$ cat src/rtl/regfile_arb_pkg.sv
// Shared constants and the writeback request record for the register-file
// writeback arbiter. Optional build macro used by the top: RF_ARB_PERF_EN.
package regfile_arb_pkg;

    localparam int XLEN       = 32;
    localparam int REG_ADDR_W = 5;
    localparam int NUM_REGS   = 32;

    typedef struct packed {
        logic [REG_ADDR_W-1:0] rd;
        logic [XLEN-1:0]       data;
    } wb_req_t;

endpackage

$ cat src/rtl/regfile_wb_arbiter_if.sv
// Writeback request bus: one valid/ready pair plus destination and data per
// source. Writeback units use the master side, the arbiter the slave side.
interface regfile_wb_arbiter_if
    import regfile_arb_pkg::*;
#(
    parameter int NUM_REQ = 3
);
    logic [NUM_REQ-1:0]            req_valid;
    logic [NUM_REQ-1:0]            req_ready;
    logic [NUM_REQ*REG_ADDR_W-1:0] req_rd;
    logic [NUM_REQ*XLEN-1:0]       req_data;

    modport master (
        output req_valid,
        output req_rd,
        output req_data,
        input  req_ready
    );

    modport slave (
        input  req_valid,
        input  req_rd,
        input  req_data,
        output req_ready
    );
endinterface

$ cat src/rtl/regfile_wb_arbiter_rr.sv
// Round-robin arbiter: grants the first requester at or after the pointer,
// scanning upward with wrap. The pointer moves past the winner only when the
// advance strobe reports that the grant was actually taken.
module rr_arbiter #(
    parameter int N = 3
) (
    input  logic         clk,
    input  logic         rst_n,
    input  logic [N-1:0] i_req,
    input  logic         i_advance,
    output logic [N-1:0] o_grant
);

    localparam int PW = (N > 1) ? $clog2(N) : 1;

    logic [PW-1:0] r_ptr;
    logic [PW-1:0] w_gidx;
    logic          w_found;
    int            w_idx;

    // Priority scan starting at the pointer, wrapping N-1 -> 0.
    always_comb begin
        o_grant = '0;
        w_gidx  = '0;
        w_found = 1'b0;
        w_idx   = 0;
        for (int k = 0; k < N; k++) begin
            w_idx = int'(r_ptr) + k;
            if (w_idx >= N) begin
                w_idx = w_idx - N;
            end
            if (!w_found && i_req[w_idx]) begin
                w_found        = 1'b1;
                o_grant[w_idx] = 1'b1;
                w_gidx         = PW'(w_idx);
            end
        end
    end

    // Pointer moves to the slot after the winner on a taken grant.
    always_ff @(posedge clk or negedge rst_n) begin
        if (!rst_n) begin
            r_ptr <= '0;
        end else if (i_advance && w_found) begin
            r_ptr <= (w_gidx == PW'(N-1)) ? '0 : w_gidx + 1'b1;
        end
    end

endmodule

$ cat src/rtl/regfile_wb_arbiter.sv
// Register-file writeback arbiter: shares the single write port between
// NUM_REQ sources, registers the granted write, and tracks pending
// destinations in a busy scoreboard. Define RF_ARB_PERF_EN to build the
// grant/conflict performance counters; otherwise the perf ports read zero.
module regfile_wb_arbiter
    import regfile_arb_pkg::*;
#(
    parameter int NUM_REQ = 3
) (
    input  logic                    clk,
    input  logic                    rst_n,
    regfile_wb_arbiter_if.slave     bus,
    input  logic                    i_claim_valid,
    input  logic [REG_ADDR_W-1:0]   i_claim_rd,
    output logic [REG_ADDR_W-1:0]   o_rf_rd_addr,
    output logic [XLEN-1:0]         o_rf_rd_data,
    output logic                    o_rf_reg_write,
    output logic [NUM_REGS-1:0]     o_busy_mask,
    output logic [NUM_REQ*32-1:0]   o_perf_grant_cnt,
    output logic [31:0]             o_perf_conflict_cnt
);

    logic [NUM_REQ-1:0]  w_grant;
    logic                w_xfer;
    wb_req_t             w_sel;
    wb_req_t             r_wb;
    logic                r_wr;
    logic [NUM_REGS-1:0] r_busy;
    logic [NUM_REGS-1:0] w_busy_nxt;

    rr_arbiter #(.N(NUM_REQ)) u_rr (
        .clk       (clk),
        .rst_n     (rst_n),
        .i_req     (bus.req_valid),
        .i_advance (w_xfer),
        .o_grant   (w_grant)
    );

    // Ready is the grant itself, so a grant is always a transfer.
    assign bus.req_ready = w_grant;
    assign w_xfer        = |w_grant;

    // One-hot AND-OR select of the granted source's destination and data.
    always_comb begin
        w_sel = '0;
        for (int i = 0; i < NUM_REQ; i++) begin
            if (w_grant[i]) begin
                w_sel.rd   = w_sel.rd   | bus.req_rd[i*REG_ADDR_W +: REG_ADDR_W];
                w_sel.data = w_sel.data | bus.req_data[i*XLEN +: XLEN];
            end
        end
    end

    // Output stage: an x0 transfer is accepted but treated like no write.
    always_ff @(posedge clk or negedge rst_n) begin
        if (!rst_n) begin
            r_wr <= 1'b0;
            r_wb <= '0;
        end else if (w_xfer && (w_sel.rd != '0)) begin
            r_wr <= 1'b1;
            r_wb <= w_sel;
        end else begin
            r_wr <= 1'b0;
        end
    end

    assign o_rf_reg_write = r_wr;
    assign o_rf_rd_addr   = r_wb.rd;
    assign o_rf_rd_data   = r_wb.data;

    // Scoreboard next state: commit clears, claim sets afterwards so it wins.
    always_comb begin
        w_busy_nxt = r_busy;
        if (r_wr) begin
            w_busy_nxt[r_wb.rd] = 1'b0;
        end
        if (i_claim_valid && (i_claim_rd != '0)) begin
            w_busy_nxt[i_claim_rd] = 1'b1;
        end
        w_busy_nxt[0] = 1'b0;
    end

    // Scoreboard register.
    always_ff @(posedge clk or negedge rst_n) begin
        if (!rst_n) begin
            r_busy <= '0;
        end else begin
            r_busy <= w_busy_nxt;
        end
    end

    assign o_busy_mask = r_busy;

`ifdef RF_ARB_PERF_EN
    logic [31:0] r_grant_cnt [NUM_REQ];
    logic [31:0] r_conflict_cnt;
    logic        w_conflict;

    assign w_conflict = ($countones(bus.req_valid) >= 2);

    // Free-running wrapping counters of grants per source and contended cycles.
    always_ff @(posedge clk or negedge rst_n) begin
        if (!rst_n) begin
            for (int i = 0; i < NUM_REQ; i++) begin
                r_grant_cnt[i] <= '0;
            end
            r_conflict_cnt <= '0;
        end else begin
            for (int i = 0; i < NUM_REQ; i++) begin
                if (w_grant[i]) begin
                    r_grant_cnt[i] <= r_grant_cnt[i] + 32'd1;
                end
            end
            if (w_conflict) begin
                r_conflict_cnt <= r_conflict_cnt + 32'd1;
            end
        end
    end

    for (genvar g = 0; g < NUM_REQ; g++) begin : g_perf
        assign o_perf_grant_cnt[g*32 +: 32] = r_grant_cnt[g];
    end
    assign o_perf_conflict_cnt = r_conflict_cnt;
`else
    assign o_perf_grant_cnt    = '0;
    assign o_perf_conflict_cnt = '0;
`endif

endmodule

$ cat src/flat_wrapper.sv
// flat-port wrapper written by rule: the top's interface ports become plain ports
module regfile_wb_arbiter_flat import regfile_arb_pkg::*;
#(
    parameter int NUM_REQ = 3
)
  (clk, rst_n, i_claim_valid, i_claim_rd, o_rf_rd_addr, o_rf_rd_data, o_rf_reg_write, o_busy_mask, o_perf_grant_cnt, o_perf_conflict_cnt, bus_req_valid, bus_req_rd, bus_req_data, bus_req_ready);
  regfile_wb_arbiter_if #(.NUM_REQ(NUM_REQ)) bus_i ();
  input  logic clk;
  input  logic rst_n;
  input  logic i_claim_valid;
  input  logic [REG_ADDR_W-1:0] i_claim_rd;
  output logic [REG_ADDR_W-1:0] o_rf_rd_addr;
  output logic [XLEN-1:0] o_rf_rd_data;
  output logic o_rf_reg_write;
  output logic [NUM_REGS-1:0] o_busy_mask;
  output logic [NUM_REQ*32-1:0] o_perf_grant_cnt;
  output logic [31:0] o_perf_conflict_cnt;
  input wire logic [$bits(bus_i.req_valid)-1:0] bus_req_valid;
  input wire logic [$bits(bus_i.req_rd)-1:0] bus_req_rd;
  input wire logic [$bits(bus_i.req_data)-1:0] bus_req_data;
  output wire logic [$bits(bus_i.req_ready)-1:0] bus_req_ready;
  assign bus_i.req_valid = bus_req_valid;
  assign bus_i.req_rd = bus_req_rd;
  assign bus_i.req_data = bus_req_data;
  assign bus_req_ready = bus_i.req_ready;
  regfile_wb_arbiter #(.NUM_REQ(NUM_REQ)) u_core (.clk(clk), .rst_n(rst_n), .bus(bus_i), .i_claim_valid(i_claim_valid), .i_claim_rd(i_claim_rd), .o_rf_rd_addr(o_rf_rd_addr), .o_rf_rd_data(o_rf_rd_data), .o_rf_reg_write(o_rf_reg_write), .o_busy_mask(o_busy_mask), .o_perf_grant_cnt(o_perf_grant_cnt), .o_perf_conflict_cnt(o_perf_conflict_cnt));
endmodule
$ cat config.mk
export PLATFORM = sky130hd
export DESIGN_NAME = regfile_wb_arbiter_flat
export DESIGN_NICKNAME = d
export VERILOG_FILES = /design/src/rtl/regfile_arb_pkg.sv /design/src/rtl/regfile_wb_arbiter_if.sv /design/src/rtl/regfile_wb_arbiter_rr.sv /design/src/rtl/regfile_wb_arbiter.sv /design/src/flat_wrapper.sv
export SDC_FILE = /design/constraint.sdc
export NUM_CORES = 1
export LEC_CHECK = 0
export CAP_MARGIN = 0
export CORE_MARGIN = 2
export CORE_UTILIZATION = 25
export DETAILED_ROUTE_END_ITERATION = 8
export GPL_ROUTABILITY_DRIVEN = 0
export GPL_TIMING_DRIVEN = 0
export HOLD_SLACK_MARGIN = 0.15
export PLACE_DENSITY = 0.66
export SLEW_MARGIN = 20
export SYNTH_ARGS = -nofsm -noshare
export SYNTH_HDL_FRONTEND = slang
export SYNTH_HIERARCHICAL = 1
export SYNTH_SLANG_ARGS = --single-unit
$ cat constraint.sdc
create_clock -name clk -period 3.9 [get_ports clk]
set_clock_uncertainty 0.1 [all_clocks]
set_input_delay 0.78 -clock clk [delete_from_list [all_inputs] [get_ports clk]]
set_output_delay 0.78 -clock clk [all_outputs]
set_load 0.01 [all_outputs]
# Word-level counts from Yosys, hierarchy flattened
# Index checks and enable logic that the tools add are counted.
# word_totals
in_bits	122
regBits	71
output_inout_bits	201
elab_cells	87
# classes
n_eq_ne	1
n_reduce_logical	15
add_sub_neg	6
muxes	38
order_cmp	13
n_bitwise	9
# ops
cell	n
$mux W32	5
$mux W37	3
$ge A32 B1 Y1 const B	3
$lt A32 B4 Y1 const B	3
$or A32 B32 Y32	3
$and A32 B32 Y32	1
$not A32 Y32	1
$mux W1	15
$lt A5 B6 Y1 const B	2
$demux W1 S5	2
$ge A5 B1 Y1 const B	2
$logic_and A1 B1 Y1	10
$or A5 B5 Y5	2
$reduce_bool A5 Y1	2
$mux W3	3
$mux W2	4
$sub A3 B2 Y4 const B	2
$bmux W1 S2	3
$demux W1 S2	3
$ge A3 B2 Y1 const B	2
$or A3 B3 Y3	2
$add A2 B1 Y3 const B	1
$add A2 B2 Y3 const B	1
$reduce_or A3 Y1	1
5 further kinds	6

# Depth between registers and ports, before layout
# Gate-level depths: netlist of the first run.
# depth
word_depth	20
mapped_depth	14
ltp_nobuf	10

# Modules after synthesis
# The synthesis of the first run kept the hierarchy.
# by_module_without_submodules
mod	area_per_inst_um2	cells_per_inst	n_inst	seq_area_each_um2
regfile_wb_arbiter	4162.7	423	1	1726.7
rr_arbiter	451.7	58	1	50.0

# Worst setup path after synthesis of the first run
# Ideal clock, no wire load.
# synth_timing
path_kind	in2reg
from	input bus_req_valid[0]
to	register u_core.r_wb, in the netlist u_core/o_rf_rd_data[10]
arrival_ps	2942
setup_slack_ps	779
setup_ps	79
required_ps	3721
cell_stages	11
path_buffers	3
cell_sequence	nor2b_1 -> a2111oi_0 -> o21ai_1 -> a22oi_1 -> buf_2 -> a222oi_1 -> and4_1 -> clkbuf_2 -> nand2_2 -> buf_6 -> mux2i_1
# synth_via
elab_chain_len	17
word_cells_on_any_way	30
cone_classes	17 x mux; 6 x bitwise; 7 x reduce/logical
# synth_rtl
element	line	rtl
from (decl)	flat_wrapper.sv:18	input wire logic [$bits(bus_i.req_valid)-1:0] bus_req_valid;
$bmux W1 S2	regfile_wb_arbiter_rr.sv:32	if (!w_found && i_req[w_idx]) begin
$mux W1 (not written as such) (2 in series)	regfile_wb_arbiter_rr.sv:32	
$mux W1	regfile_wb_arbiter_rr.sv:32	
$logic_not A1 Y1	regfile_wb_arbiter_rr.sv:32	
$logic_and A1 B1 Y1	regfile_wb_arbiter_rr.sv:32	
$mux W1	regfile_wb_arbiter_rr.sv:32	
$logic_not A1 Y1	regfile_wb_arbiter_rr.sv:32	
$logic_and A1 B1 Y1	regfile_wb_arbiter_rr.sv:32	
$mux W3 (*)	regfile_wb_arbiter_rr.sv:32	
net bus_req_ready[0]	flat_wrapper.sv:21	output wire logic [$bits(bus_i.req_ready)-1:0] bus_req_ready;
$mux W37	regfile_wb_arbiter.sv:47	if (w_grant[i]) begin
$or A5 B5 Y5	regfile_wb_arbiter.sv:48	w_sel.rd = w_sel.rd | bus.req_rd[i*REG_ADDR_W +: REG_ADDR_W];
$mux W37	regfile_wb_arbiter.sv:47	
$or A5 B5 Y5	regfile_wb_arbiter.sv:48	
$mux W37	regfile_wb_arbiter.sv:47	
$reduce_bool A5 Y1	regfile_wb_arbiter.sv:59	end else if (w_xfer && (w_sel.rd != '0)) begin
$logic_and A1 B1 Y1	regfile_wb_arbiter.sv:59	
to (signal assigned)	regfile_wb_arbiter.sv:61	r_wb <= w_sel;
to (decl)	regfile_wb_arbiter.sv:26	wb_req_t r_wb;
# The timed path passes the listed nets; every way through them passes the cells marked *. The select of a mux whose other input is x is not followed.
# A chain may end at the register's enable or synchronous reset.

# Worst setup path in the final report of the first run
# layout_timing
from	input bus_req_valid[2]
to	output bus_req_ready[0]
# layout_via
elab_chain_len	10
word_cells_on_any_way	20
cone_classes	14 x mux; 2 x bitwise; 4 x reduce/logical
# layout_rtl
element	line
$bmux W1 S2	regfile_wb_arbiter_rr.sv:32
$mux W1 (not written as such) (2 in series)	regfile_wb_arbiter_rr.sv:32
$mux W1	regfile_wb_arbiter_rr.sv:32
$logic_not A1 Y1	regfile_wb_arbiter_rr.sv:32
$logic_and A1 B1 Y1	regfile_wb_arbiter_rr.sv:32
$mux W1	regfile_wb_arbiter_rr.sv:32
$logic_not A1 Y1	regfile_wb_arbiter_rr.sv:32
$logic_and A1 B1 Y1	regfile_wb_arbiter_rr.sv:32
$mux W3 (*)	regfile_wb_arbiter_rr.sv:32
to (decl)	flat_wrapper.sv:21
# Every way passes the cells marked *; elsewhere a longest branch is shown, timed or not. The select of a mux whose other input is x is not followed.

==> run metrics, run 1 <==
Die W=between 100 and 150 um; Synth top cells by count=buf_4, dfrtp_1, o21ai_0, inv_1, a222oi_1; unrepaired setup endpoints after global routing=no; nets=945; register share of total power=a little under a quarter; asr flop ratio synth=100%; cts bufs inserted=9; Die Y-Extent=approximately 140 um; CTS tree=built; layout cells sized above 1=between 20% and 30%; Psw=roughly 2400 uW; top post-synthesis cells by area=dfrtp_1, buf_4, a222oi_1; max-capacitance violation count=0; row cnt=49; root buf cell=clkbuf_16; synthesized area=4610 um^2; combinational fraction of design power=61.5%; Post-Route WL=14.7 mm; Min-Delay Path Class=in2async; Tmin final=3720 ps; Crit Path Category=in2out; cell internal pwr=3560 uW; Most used DFF post-synth=dfrtp_1; Post-route DRC=0; Post-Syn Area per Cell=about 9.6 um^2; largest net degree at the start of global routing=46; initial DRC count=just under 300; I/O Pins=about 320; Peak supply drop=0.364 mV; clock-pin slew on the worst setup and hold paths=60 ps; CP endpoint kind=primary output; endpoints failing setup=0; arrival time worst endpoint=between 2000 and 3000 ps; Layout area overhead=67.5%; Peak Freq=around 270 MHz; die area=19600 um^2; Hold Fails Final Rpt=0; fin util=42.9%; Max Slew Vio Count=0; Antenna Diode Count=0; register area=1780 um^2; cell taking the most area after synthesis=dfrtp_1; Max clock buf depth=2; GRT Overall Usage=14.5%; H-tree levels=3; post-synthesis sequential area ratio=between 30% and 40%; Routed Antenna Nets=0; Clk Latency, worst-skew pair=340 ps; LEAKAGE=0.00380 uW; Pre-antenna DRT Iters=8; status=finished clean; WL/cell=about 14 um; Vias=around 4.4k; sw frac=roughly 40%; CP max FO=7; Multi-input gate area=2090 um^2; power share of the clock group=15.9%; initial antenna violation count=0; Yosys top cell area share=between 30% and 40%; # fillers=1799; global-route wire length before repair=22.1 mm; setup TNS=0 ps; Starting Density=~26%; power consumption=5930 uW; GR Overflow Total=0; Post-DP HPWL=11.7 mm; buffers added on ports=193; top-count cell post-synth=buf_4; Core ar.=roughly 18000 um^2; Mapped Cells=481; EDFF count, synth=0; period utilization=a little over nine tenths; TritonCTS sink count=71; Via density=between 4 and 5; vias in the first global route=about 4.1k; FF+latch count, synth=71; Worst Path Required=slightly above 3000 ps; element type at the critical path start=input port; Warnings, synthesis=6; cell area power density=767 nW/um^2; Netlist cell types=45; hold buffer count at cts=0
==> layout by cell type (no fill, tap or decap), types with 2 or more instances in the layout <==
| master | n |
|---|---|
| a21oi_1 | 3 |
| a221oi_1 | 2 |
| a222oi_1 | 37 |
| a31oi_1 | 2 |
| and2_1 | 2 |
| buf_4 | 137 |
| buf_6 | 4 |
| bufinv_16 | 3 |
| clkbuf_1 | 13 |
| clkbuf_16 | 9 |
| clkbuf_2 | 2 |
| clkdlybuf4s50_1 | 192 |
| clkinv_2 | 2 |
| conb_1 | 129 |
| dfrtp_1 | 71 |
| ha_1 | 4 |
| inv_1 | 39 |
| mux2i_1 | 33 |
| nand2_1 | 15 |
| nand2b_1 | 2 |
| nand3_1 | 8 |
| nand3b_1 | 11 |
| nor2_1 | 5 |
| nor2b_1 | 2 |
| nor4_1 | 2 |
| o211ai_1 | 3 |
| o21ai_0 | 63 |
| or3_1 | 3 |
| or3b_2 | 3 |
==> worst paths after layout <==
path / from / end / slack [ps] / cells after the start
max in group asynchronous: rst_n / u_core/o_rf_reg_write$_DFF_PN0_ / 2890 / 2
min in group clk: u_core/o_busy_mask[3]$_DFF_PN0_ / u_core/o_busy_mask[3]$_DFF_PN0_ / 410 / 2
worst max register to register: u_core/u_rr/r_ptr[0]$_DFFE_PN0P_ / u_core/o_rf_rd_data[11]$_DFFE_PN0P_ / 340 / 14
worst min-delay path: rst_n / u_core/o_rf_rd_data[19]$_DFFE_PN0P_ / 260 / 1
worst max-delay path: bus_req_valid[2] / bus_req_ready[0] / 180 / 6
worst min register to register: u_core/o_busy_mask[3]$_DFF_PN0_ / u_core/o_busy_mask[3]$_DFF_PN0_ / 410 / 2
==> final cells by class <==
cell class                 instances  share of cell area (%)
buffer                           150                    14.1
inverter                          40                    1.94
clock inverter                     6                    1.41
tap                              229                    3.71
clock buffer                      10                    2.96
multi-input combinational        348                    27.1
sequential                        71                    23.0
timing repair buffer             199                    25.8
==> stage by stage <==
stage          worst slack, ps  hold WS (ps)  cells  instance area [um^2]
2_1_floorplan              779           384    609                  5090
3_3_place_gp              -613           391   1031                  7310
3_5_place_dp              -625           400   1032                  7340
4_1_cts                   6.79           263   1053                  7720
5_1_grt                   11.6           281   1053                  7730
6_report                   179           263   1053                  7730
==> critical path, cell delays in order <==
cell	delay [ps]
clkdlybuf4s50_1	610
inv_1	90
nor4_1	350
o21ai_1	120
a22oi_1	290
clkdlybuf4s50_1	610
==> power groups by stage <==
stage | registers, uW | logic [uW] | clock network [uW]
CTS | 1350 | 3680 | 967
global placement | 1350 | 3560 | 0
floorplan | 1490 | 1910 | 0
detailed placement | 1350 | 3590 | 0
global route | 1400 | 3960 | 1010
finish | 1340 | 3640 | 940
==> registers in the layout (all words and copies together) (netlist names) <==
signal / cells
u_core/o_rf_rd_data: 32
u_core/o_busy_mask: 31
u_core/o_rf_rd_addr: 5
u_core/u_rr/r_ptr: 2
u_core/o_rf_reg_write: 1
==> logic make-up (layout without fill, tap and decap cells) <==
| logic type | Yosys count | count (layout) | share of synthesized area, % |
|---|---|---|---|
| flops | 71 | 71 | 38.5 |
| compound gates | 123 | 123 | 19.0 |
| buf+inv | 190 | 405 | 26.7 |
| fa+ha+maj | 4 | 4 | 1.08 |
| simple gates | 58 | 58 | 7.13 |
| mux | 34 | 34 | 7.48 |
| other cells | 1 | 129 | 0.0813 |
==> routing by layer <==
layer	share of wire [%]	global-route usage, %
met4	1.6	5.47
met1	40	17.4
met5	0	0
met2	50	24.7
met3	8.6	4.16
==> repair_timing <==
action                                  4_1_cts  5_1_grt
resized for setup                             3        3
buffers inserted                              5        0
endpoints found under the setup margin       33       32
hold endpoints to repair                      0        0
pin swaps                                     3        0
(Power assumes the default switching activity.)
==> run 2: changes to the inputs <==
--- a/config.mk
+++ b/config.mk
@@ -5,6 +5,7 @@
 export SDC_FILE = /design/constraint.sdc
 export NUM_CORES = 1
 export LEC_CHECK = 0
+export ABC_CLOCK_PERIOD_IN_PS = 3900
 export CAP_MARGIN = 0
 export CORE_MARGIN = 2
 export CORE_UTILIZATION = 25
@@ -12,7 +13,8 @@
 export GPL_ROUTABILITY_DRIVEN = 0
 export GPL_TIMING_DRIVEN = 0
 export HOLD_SLACK_MARGIN = 0.15
-export PLACE_DENSITY = 0.66
+export PLACE_DENSITY = 0.69
+export SKIP_LAST_GASP = 1
 export SLEW_MARGIN = 20
 export SYNTH_ARGS = -nofsm -noshare
 export SYNTH_HDL_FRONTEND = slang
==> run 2 against run 1 <==
Against the previous run: sequential share of layout area is 0.14 points higher; critical path depth unchanged; wire length down 1.5%; clock power fell by 17%; register-to-register slack better by 80 ps; global-route usage shrank 0.32 points; sequential power is essentially flat; utilization fell by 0.26 points; total power fell by 3.0%; final cell count is essentially flat; design area fell by 0.62%; largest power group unchanged; highest routed layer unchanged.
==> run metrics, run 2 (synthesized netlist as in run 1, its figures left out) <==
Tmin final=3710 ps (was 3720 ps); Core ar.=18000 um^2 (unchanged); Min-Delay Path Class=in2async (unchanged); most common cell after layout, fill and taps aside=clkdlybuf4s50_1 (unchanged); unrepaired setup endpoints after global routing=no (unchanged); root buf cell=clkbuf_16 (unchanged); CTS tree=built (unchanged); pre-CTS WS=-419 ps (was -625 ps); nets=946 (was 945); vias in the first global route=4177 (was 4127); Max Slew Vio Count=0 (unchanged); buffers added on ports=193 (unchanged); R2R depth=13 (was 14); Routed Antenna Nets=0 (unchanged); Critical R2R Launch=u_core/u_rr/r_ptr[0]$_DFFE_PN0P_ (unchanged); status=finished clean (unchanged); endpoints failing setup=0 (unchanged); largest net degree at the start of global routing=46 (unchanged); hold buffer count at cts=0 (unchanged); Hold Fails Final Rpt=0 (unchanged); Worst Path Required=3020 ps (about the same); CP endpoint kind=primary output (unchanged); element type at the critical path start=input port (unchanged); Crit Path Category=in2out (unchanged); Antenna Diode Count=0 (unchanged); Clk Latency, worst-skew pair=330 ps (was 340 ps); LEAKAGE=0.00378 uW (was 0.00380 uW); highest-count cells in the layout ignoring fill and taps=clkdlybuf4s50_1, buf_4, conb_1 (unchanged); Max clock buf depth=2 (unchanged); Reg-to-Reg End=u_core/o_rf_rd_data[29]$_DFFE_PN0P_ (was u_core/o_rf_rd_data[11]$_DFFE_PN0P_); I/O Pins=323 (unchanged); cell area power density=749 nW/um^2 (was 767 nW/um^2); Starting Density=25.6% (unchanged); Post-DP HPWL=11.6 mm (was 11.7 mm); arrival time worst endpoint=2830 ps (was 2840 ps); Die Y-Extent=140 um (unchanged); Pre-antenna DRT Iters=6 (was 8); Layout area overhead=66.5% (was 67.5%); Via density=4.20 (was 4.17); Post-Route WL=14.5 mm (was 14.7 mm); Area after DPL=7350 um^2 (was 7340 um^2); Fin Hold WS=267 ps (was 263 ps); initial antenna violation count=0 (unchanged); layout cells sized above 1=20.8% (was 20.6%); TritonCTS sink count=71 (unchanged); CP max FO=5 (was 7); Placed Instances=1034 (was 1032); Non-Filler Instances=1054 (was 1053); cts bufs inserted=9 (unchanged); Vias=4426 (was 4391); die area=19600 um^2 (unchanged); clock-pin slew on the worst setup and hold paths=60 ps (about the same); max-capacitance violation count=0 (unchanged); register-to-register setup slack=420 ps (was 340 ps); Crit. Startpoint=bus_req_valid[1] (was bus_req_valid[2]); GRT Overall Usage=14.2% (was 14.5%); Final WS setup=189 ps (was 179 ps); Peak Freq=269 MHz (about the same); Die W=140 um (unchanged); max FFs per register=32 (unchanged); Post-route DRC=0 (unchanged); H-tree levels=3 (unchanged); row cnt=49 (unchanged); initial DRC count=352 (was 291); global-route wire length before repair=22.2 mm (was 22.1 mm); fin area=7680 um^2 (was 7730 um^2); GR Overflow Total=0 (unchanged); period utilization=95.1% (was 95.4%); Peak supply drop=0.332 mV (was 0.364 mV); WL/cell=13.7 um (was 14.0 um)
run 2: timing repair:
item	CTS	global route
gates resized for setup	1	7
buffers inserted	2	2
pin swaps	1	1
setup endpoints to repair	29	34
run 2: routing by layer:
metal / vias to the layer above / global-route usage [%] / part of all wire, %
met5: - / 0 / 0
met4: 0 / 3.42 / 0.74
met3: 8 / 4.20 / 9.5
met2: 234 / 24.6 / 50
met1: 2031 / 17.3 / 39
li1: 2153 / - / -
run 2: layout make-up:
class	instances	area [um^2]
Buffer	150	1090
Clock inverter	6	43.8
Sequential cell	71	1780
Tap cell	229	287
Inverter	40	150
Fill cell	1790	10300
Multi-Input combinational cell	348	2090
Clock buffer	10	239
Timing Repair Buffer	200	2000
run 2: worst max-delay path by stage:
stage	depth (start not counted)	slack [ps]	to
6_report	6	190	bus_req_ready[0]
5_1_grt	13	2	u_core/o_rf_rd_data[7]$_DFFE_PN0P_
4_1_cts	12	40	u_core/o_rf_rd_data[20]$_DFFE_PN0P_
3_5_place_dp	12	-420	u_core/o_rf_rd_data[22]$_DFFE_PN0P_
3_3_place_gp	10	-880	u_core/o_rf_rd_data[20]$_DFFE_PN0P_
2_1_floorplan	11	780	u_core/o_rf_rd_data[10]$_DFFE_PN0P_
run 2: through the flow:
stage | utilization [%] | total power, uW | TNS, ps
2_1_floorplan | - | 3400 | 0
3_3_place_gp | 40.6 | 4860 | -73700
3_5_place_dp | 40.8 | 4930 | -12350
4_1_cts | 42.5 | 5770 | 0
5_1_grt | 42.6 | 6190 | 0
6_report | 42.6 | 5750 | 0
run 2: critical path, cell delays in order:
cell and delay [ps]:
clkdlybuf4s50_1 550, inv_1 80, a2111oi_1 450, o21ai_1 150
a22oi_2 230, clkdlybuf4s50_1 580
run 2: power by group:
group          leakage (uW)  internal (uW)  switching [uW]  total [uW]
Combinational       0.00279           1810            1810        3620
Sequential         0.000846           1130             213        1350
Clock              0.000139            450             330         780
Total               0.00378           3400            2350        5750
==> run 3: changes to the inputs <==
--- a/config.mk
+++ b/config.mk
@@ -14,8 +14,9 @@
 export GPL_TIMING_DRIVEN = 0
 export HOLD_SLACK_MARGIN = 0.15
 export PLACE_DENSITY = 0.69
+export REMOVE_ABC_BUFFERS = 1
 export SKIP_LAST_GASP = 1
-export SLEW_MARGIN = 20
+export SLEW_MARGIN = 30
 export SYNTH_ARGS = -nofsm -noshare
 export SYNTH_HDL_FRONTEND = slang
 export SYNTH_HIERARCHICAL = 1
==> run 3 against run 2 <==
Against the previous run: utilization down 5.0 points; combinational power hardly changed; wire length is 5.3% lower; total power increased by 1.7%; largest power group unchanged; via count fell by 6.5%; setup slack worse by 110 ps; final cell count decreased by 13%; count of clock-buffer cells in the layout did not move; highest routed layer unchanged; register-to-register slack lost 220 ps; die area unchanged; global-route usage down 0.97 points.
==> run metrics, run 3 (synthesized netlist as in run 1, its figures left out) <==
status=finished clean (unchanged); Least-Margin Pin Slew=506 ps; Non-Filler Instances=916 (was 1054); Hold Fails Final Rpt=0 (unchanged); initial DRC count=244 (was 352); max incr delay on CP=550 ps (was 580 ps); initial antenna violation count=0 (unchanged); nets=808 (was 946); CP max-delay cell=clkdlybuf4s50_1 (unchanged); root buf cell=clkbuf_16 (unchanged); hold buffer count at cts=0 (unchanged); Peak supply drop=0.504 mV (was 0.332 mV); cts bufs inserted=9 (unchanged); most common cell after layout, fill and taps aside=clkdlybuf4s50_1 (unchanged); Vias=4140 (was 4426); Routed Antenna Nets=0 (unchanged); Crit Path Category=reg2out (was in2out); row cnt=49 (unchanged); Peak Freq=262 MHz (was 269 MHz); Pre-antenna DRT Iters=6 (unchanged); Max Slew Vio Count=0 (unchanged); Max clock buf depth=2 (unchanged); Post-DP HPWL=10.6 mm (was 11.6 mm); cell area power density=863 nW/um^2 (was 749 nW/um^2); Min-Delay Path Class=in2async (unchanged); Post-route DRC=0 (unchanged); I/O Pins=323 (unchanged); Critical R2R Launch=u_core/u_rr/r_ptr[1]$_DFFE_PN0P_ (was u_core/u_rr/r_ptr[0]$_DFFE_PN0P_); setup TNS=0 ps (unchanged); Buf+Inv Stages, Crit Path=4 (was 3); max-capacitance violation count=0 (unchanged); arrival time worst endpoint=2940 ps (was 2830 ps); unrepaired setup endpoints after global routing=yes (was no); highest-count cells in the layout ignoring fill and taps=clkdlybuf4s50_1, conb_1, dfrtp_1 (was clkdlybuf4s50_1, buf_4, conb_1); GR Overflow Total=0 (unchanged); Crit path max-delay family=buffers and inverters (unchanged); H-tree levels=3 (unchanged); Starting Density=25.6% (unchanged); Antenna Diode Count=0 (unchanged); CP max FO=9 (was 5); Clk Latency, worst-skew pair=340 ps (was 330 ps); Crit. Startpoint=u_core/u_rr/r_ptr[1]$_DFFE_PN0P_ (was bus_req_valid[1]); GRT Overall Usage=13.2% (was 14.2%); Worst Path Required=3020 ps (about the same); power consumption=5850 uW (was 5750 uW); Tmin final=3820 ps (was 3710 ps); Area after DPL=6360 um^2 (was 7350 um^2); Placed Instances=892 (was 1034); Layout area overhead=46.8% (was 66.5%); fin util=37.6% (was 42.6%); global-route wire length before repair=20.1 mm (was 22.2 mm); LEAKAGE=0.00310 uW (was 0.00378 uW); endpoints failing setup=0 (unchanged); Max-slew headroom=66.3%; worst-path cell chain=inv_1 > ha_2 > mux2_4 > a2bb2oi_1 > o211ai_1 > o211ai_1 > buf_4 > buf_4 > clkdlybuf4s50_1 (was clkdlybuf4s50_1 > inv_1 > a2111oi_1 > o21ai_1 > a22oi_2 > clkdlybuf4s50_1); largest net degree at the start of global routing=44 (was 46); Via density=4.52 (was 4.20); die area=19600 um^2 (unchanged); Core ar.=18000 um^2 (unchanged); TritonCTS sink count=71 (unchanged); period utilization=97.9% (was 95.1%); CTS tree=built (unchanged); buffers added on ports=193 (unchanged); vias in the first global route=3771 (was 4177); layout cells sized above 1=7.57% (was 20.8%); max FFs per register=32 (unchanged); fin area=6780 um^2 (was 7680 um^2); WL/cell=15.0 um (was 13.7 um); Die Y-Extent=140 um (unchanged); element type at the critical path start=flip-flop (was input port); Post-Route WL=13.7 mm (was 14.5 mm); CP endpoint kind=primary output (unchanged); Die W=140 um (unchanged); # fillers=1825 (was 1790); clock-pin slew on the worst setup and hold paths=60 ps (about the same)
run 3: path summary, 6_finish.rpt:
kind                            cells past startpoint                                  end  slack, ps
worst max register to register                     13  u_core/o_rf_rd_data[18]$_DFFE_PN0P_        200
min in group clk                                    2     u_core/o_busy_mask[15]$_DFF_PN0_        410
max in group asynchronous                           2   u_core/o_rf_rd_data[0]$_DFFE_PN0P_       2870
worst max-delay path                                9                     bus_req_ready[1]         80
worst min-delay path                                1      u_core/o_busy_mask[4]$_DFF_PN0_        270
worst min register to register                      2     u_core/o_busy_mask[15]$_DFF_PN0_        410
run 3: per-layer routing:
layer,routed length (um),share of wire (%),vias up,track usage [%]
met2,6810,50,250,22.4
met1,5390,39,1998,15.4
met3,1280,9.3,15,4.23
met4,238,1.7,0,5.37
met5,0,0,-,0
li1,-,-,1877,-
run 3: timing repair:
item                                    CTS  global route
resized for setup                        10             5
setup buffers                             6             2
endpoints found under the setup margin   36            35
gates cloned                              0             0
pin swaps                                 4             2
run 3: report_power, final:
part           switching (uW)  internal (uW)
registers                 263           1130
clock network             334            509
logic                    1790           1820
run 3: cell type report:
cell class                      count  area (um^2)  share of cell area (%)
Multi-Input combinational cell    348         2150                    31.8
Timing Repair Buffer              212         2110                    31.2
Sequential cell                    71         1780                    26.2
Tap cell                          229          287                    4.23
Clock buffer                       10          239                    3.53
Inverter                           40          150                    2.22
Clock inverter                      6         60.1                   0.886
run 3: worst register-to-register path, stage by stage, from the launching register on:
cell and delay [ps]:
dfrtp_1 430, inv_1 100, ha_2 290, mux2_4 360
and2_1 170, nand2_1 110, o211ai_1 140, buf_4 190
buf_2 180, buf_2 190, a222oi_1 440, and4_4 390
nand2_8 230, mux2i_1 290
run 3: through the flow:
stage	setup slack [ps]	hold slack [ps]
2_1_floorplan	-779	384
3_3_place_gp	-3450	388
3_5_place_dp	-984	396
4_1_cts	-19.3	275
5_1_grt	-42.6	294
6_report	81.5	273
